<file path="src/rtl/interrupt_controller.sv">
// rtl/interrupt_controller.sv - single-level vectored interrupt controller, lowest index wins
// Optional macro IRQ_EDGE_DETECT_EN: rising-edge pending capture instead of level sampling.
module interrupt_controller #(
    parameter int NIRQ       = 8,
    parameter int VEC_STRIDE = 4
) (
    input  logic                    clk,
    input  logic                    rst,
    input  logic [NIRQ-1:0]         irq,
    input  logic                    mask_we,
    input  logic [NIRQ-1:0]         mask_wdata,
    input  logic [31:0]             isr_base,
    input  logic [31:0]             pcnext,
    input  logic                    add_stall,
    input  logic                    reti,
    output logic                    interrupt,
    output logic [31:0]             pc_isr,
    output logic [31:0]             epc,
    output logic [$clog2(NIRQ)-1:0] irq_id,
    output logic                    in_service,
    output logic [NIRQ-1:0]         pending
);
    localparam int IDW = $clog2(NIRQ);

    typedef enum logic [1:0] {
        IDLE    = 2'd0,
        ISSUE   = 2'd1,
        SERVICE = 2'd2
    } state_t;

    state_t          state_q, state_d;
    logic [NIRQ-1:0] pending_q, pending_d;
    logic [NIRQ-1:0] mask_q;
    logic [NIRQ-1:0] eligible;
    logic [IDW-1:0]  irq_id_q, irq_id_d;
    logic [IDW-1:0]  sel_idx;
    logic [31:0]     epc_q;
    logic            take;

    assign eligible = pending_q & mask_q;

    // Descending scan so the lowest eligible index is the last writer.
    always_comb begin
        sel_idx = '0;
        for (int i = NIRQ - 1; i >= 0; i--) begin
            if (eligible[i]) begin
                sel_idx = IDW'(i);
            end
        end
    end

    // Gated by rst so an abandoned ISSUE never pulses during the reset cycle.
    assign take = (state_q == ISSUE) && !add_stall && !rst;

    always_comb begin
        state_d  = state_q;
        irq_id_d = irq_id_q;
        case (state_q)
            IDLE: begin
                if (|eligible) begin
                    state_d  = ISSUE;
                    irq_id_d = sel_idx;
                end
            end
            ISSUE: begin
                if (!add_stall) begin
                    state_d = SERVICE;
                end
            end
            SERVICE: begin
                if (reti) begin
                    state_d = IDLE;
                end
            end
            default: state_d = IDLE;
        endcase
    end

`ifdef IRQ_EDGE_DETECT_EN
    logic [NIRQ-1:0] irq_prev_q;
    logic [NIRQ-1:0] clr;

    always_comb begin
        clr = '0;
        if (take) begin
            clr[irq_id_q] = 1'b1;
        end
    end

    // A fresh edge on the line being accepted survives the clear.
    assign pending_d = (pending_q & ~clr) | (irq & ~irq_prev_q);

    always_ff @(posedge clk) begin
        if (rst) begin
            irq_prev_q <= '0;
        end else begin
            irq_prev_q <= irq;
        end
    end
`else
    assign pending_d = irq;
`endif

    always_ff @(posedge clk) begin
        if (rst) begin
            state_q   <= IDLE;
            irq_id_q  <= '0;
            epc_q     <= '0;
            pending_q <= '0;
            mask_q    <= '0;
        end else begin
            state_q   <= state_d;
            irq_id_q  <= irq_id_d;
            pending_q <= pending_d;
            if (take) begin
                epc_q <= pcnext;
            end
            if (mask_we) begin
                mask_q <= mask_wdata;
            end
        end
    end

    assign interrupt  = take;
    assign pc_isr     = isr_base + (32'(irq_id_q) * 32'(VEC_STRIDE));
    assign epc        = epc_q;
    assign irq_id     = irq_id_q;
    assign in_service = (state_q == SERVICE);
    assign pending    = pending_q;

endmodule

</file>
<file path="config.mk">
export PLATFORM = sky130hd
export DESIGN_NAME = interrupt_controller
export DESIGN_NICKNAME = d
export VERILOG_FILES = /design/src/rtl/interrupt_controller.sv
export SDC_FILE = /design/constraint.sdc
export NUM_CORES = 1
export LEC_CHECK = 0
export CAP_MARGIN = 30
export CORE_ASPECT_RATIO = 0.5
export CORE_UTILIZATION = 40
export CTS_CLUSTER_DIAMETER = 60
export DETAILED_ROUTE_END_ITERATION = 6
export GPL_TIMING_DRIVEN = 0
export PLACE_DENSITY = 0.84
export SLEW_MARGIN = 20
export SYNTH_ARGS = -nofsm -noshare
export SYNTH_HDL_FRONTEND = slang
export SYNTH_SLANG_ARGS = --single-unit
export TNS_END_PERCENT = 50
</file>
<file path="constraint.sdc">
create_clock -name clk -period 6.7 [get_ports clk]
set_input_delay 1.675 -clock clk [delete_from_list [all_inputs] [get_ports clk]]
set_output_delay 1.675 -clock clk [all_outputs]
set_load 0.02 [all_outputs]
</file>
==> out/results.ini <==
[global_route]
grt_pass1_vias = 2591
antenna_found_initial = 0
grt_remaining_overflow = 0
grt_max_degree = 16
grt_pass1_wl_um = 12060
grt_usage_pct = 22.28

[cts]
cts.sinks = 53
cts_tree = done
cts_setup_buffers = 0
cts_buffers = 5
cts_buffer_depth = 2
insertion_delay_ps = 290
cts-root-buf = clkbuf_16
hold_buffers = 0
clkTransAtPathRegs_ps = 60
cts_max_level = 2
cts_resized = 0

[placement]
port_buffers = 157
place.gp.congestion = 0.8645
dp_hpwl_um = 5996
post-place-ws_ps = 669.2

[sta]
slew_viol_final = 0
hold_viol = 0
max_freq_mhz = 164.8
fin_ws_ps = 632.3
rsz0062_at_grt = no
worst_pin_slew_ps = 646.7
fin_crit_sh_pct = 90.56
fin_crit_ps = 6068
slew_headroom_pct = 56.89
hold_ws_ps = 472.5
setup_tns_ps = 0
skew_ps = 4.117
setup-violations-final = 0

[routing]
viasPerCell = 4.899
finalWirelength_um = 7919
drt_iter0_drc = 157
drc = 0
dr.pass1.iters = 5
antenna_left = 0
drt-wirelength-per-cell_um = 13.97
vias = 2778

[logic_synthesis]
synth.cell_area_um2 = 2641
synth_edf_count = 0
syn_nets = 403
synth_top_area_share_pct = 40.17
synth.largest_area_cell = dfxtp_1
synth_warnings = 0
yosysUniqueCellTypes = 37
postSynthCellCount = 314
syn_area_per_cell_um2 = 8.412
ys_top_cells_by_area = dfxtp_1 (40%), xnor2_1 (8.6%), nand2b_1 (7.8%)
synthFlopType = dfxtp_1
yosysSeqAreaShare_pct = 40.17
ys_ff_latch = 53
async_flop_share_pct = 0

[finish]
final.fill_count = 498
n_antenna_cell = 0
layout.nets = 567
syn2layout_area_growth_pct = 70.20
drive_gt1_share_pct = 4.175

[hold_path]
hold_depth = 2
holdCritPathClass = register to register

[pwr]
peakVddDrop_mv = 0.1300
p_per_area_nw_per_um2 = 185.4
cellLeakagePower_uw = 0.001642

[floorplanning]
die_y_um = 59.46
die-area_um2 = 6952
fp.dieW_um = 116.9
initial_core_util_pct = 42.39
rows = 20
core_area_um2 = 6231
io_pins = 162

[worst_setup_path]
worstPathRequired_ps = 5030
endpoint_kind = output port
reg2reg_depth = 5
crit_path_start_kind = input port
worst-path-max-fanout = 7
path_class = input port to output port
arrival_ps = 4390
ff2ff_setup_slack_ps = 5140

[run]
maxCapViolations = 0

[run_status]
status = complete, no violations

power breakdown:
group | switching (uW) | leakage, uW | internal (uW)
combinational | 87.8 | 0.00112 | 109
clock | 108 | 0.0000841 | 187
sequential | 10.7 | 0.000433 | 331
total | 207 | 0.00164 | 627
worst max-delay path, stage by stage:
cell and delay (ps):
clkdlybuf4s50_1 460, ha_1 160, inv_1 50, fa_1 400, nor2b_1 310, o2111a_1 390
nand4_1 150, xnor2_1 180, clkdlybuf4s50_1 620
metrics by stage:
| step | area, um2 | total power, uW | std cells | utilization (%) |
|---|---|---|---|---|
| floorplan | 2641 | 429.7 | 314 | - |
| global placement | 4323 | 542.0 | 559 | 69.38 |
| detailed placement | 4323 | 544.0 | 559 | 69.38 |
| CTS | 4496 | 838.6 | 567 | 72.15 |
| global route | 4496 | 867.9 | 567 | 72.15 |
| finish | 4496 | 833.6 | 567 | 72.15 |
flip-flops by register name (all words and copies together) (netlist names):
name / cells
epc: 32
irq_id: 3
state_q: 2
mask_q: 8
pending: 8
area by class of cell:
type | instances | area [um2] | area share [%]
Timing Repair Buffer | 157 | 1572 | 34.96
Clock inverter | 1 | 30.03 | 0.6680
Sequential cell | 53 | 1061 | 23.60
Buffer | 19 | 90.09 | 2.004
Inverter | 6 | 22.52 | 0.5010
Multi-Input combinational cell | 236 | 1468 | 32.65
Tap cell | 88 | 110.1 | 2.449
Clock buffer | 7 | 142.6 | 3.173
cell usage in the layout (no fill, tap or decap), types with 8 or more instances in the layout:
master and count:
nor2b_1 11, dfxtp_1 53, nand3_1 8, xnor2_1 26, nor2_1 14, nand2b_1 33
clkdlybuf4s50_1 157, o21ai_0 36, clkbuf_1 11, mux2i_1 8, nand2_1 46, nand4_1 12
cells in the mapped netlist, types with 3 or more instances:
master / count
and2_1: 5
and3_1: 3
buf_2: 6
inv_1: 6
dfxtp_1: 53
a21oi_1: 5
buf_4: 3
nand2_1: 46
nand2b_1: 33
nor2_1: 14
nand4_1: 12
mux2i_1: 8
nor2b_1: 11
xnor2_1: 26
ha_1: 3
nand3_1: 8
o21ai_0: 36
clkbuf_1: 10
layer usage:
layer	vias up	share of wire (%)	GRT usage (%)
met5	-	0	0
li1	1389	-	-
met1	1292	44	27.04
met2	93	50	41.93
met3	4	5.9	3.681
met4	0	0.51	4.882
logic make-up (layout without fill, tap and decap cells):
| kind of cell | after synthesis | after routing | synth area share, % |
|---|---|---|---|
| multiplexers | 8 | 8 | 3.032 |
| flip-flops | 53 | 53 | 40.17 |
| AO/OA/AOI/OAI | 55 | 55 | 12.36 |
| buffers and inverters | 25 | 190 | 4.263 |
| AND/OR/NAND/NOR | 141 | 141 | 28.71 |
| adder cells (fa/ha/maj) | 4 | 4 | 2.179 |
| XOR/XNOR | 28 | 28 | 9.285 |
worst paths after layout:
check,from,end
setup / recovery,isr_base[2],pc_isr[28]
hold / removal,epc[27],epc[27]
setup reg to reg,state_q[1],epc[3]
hold reg to reg,epc[27],epc[27]
(Power assumes the default switching activity.)
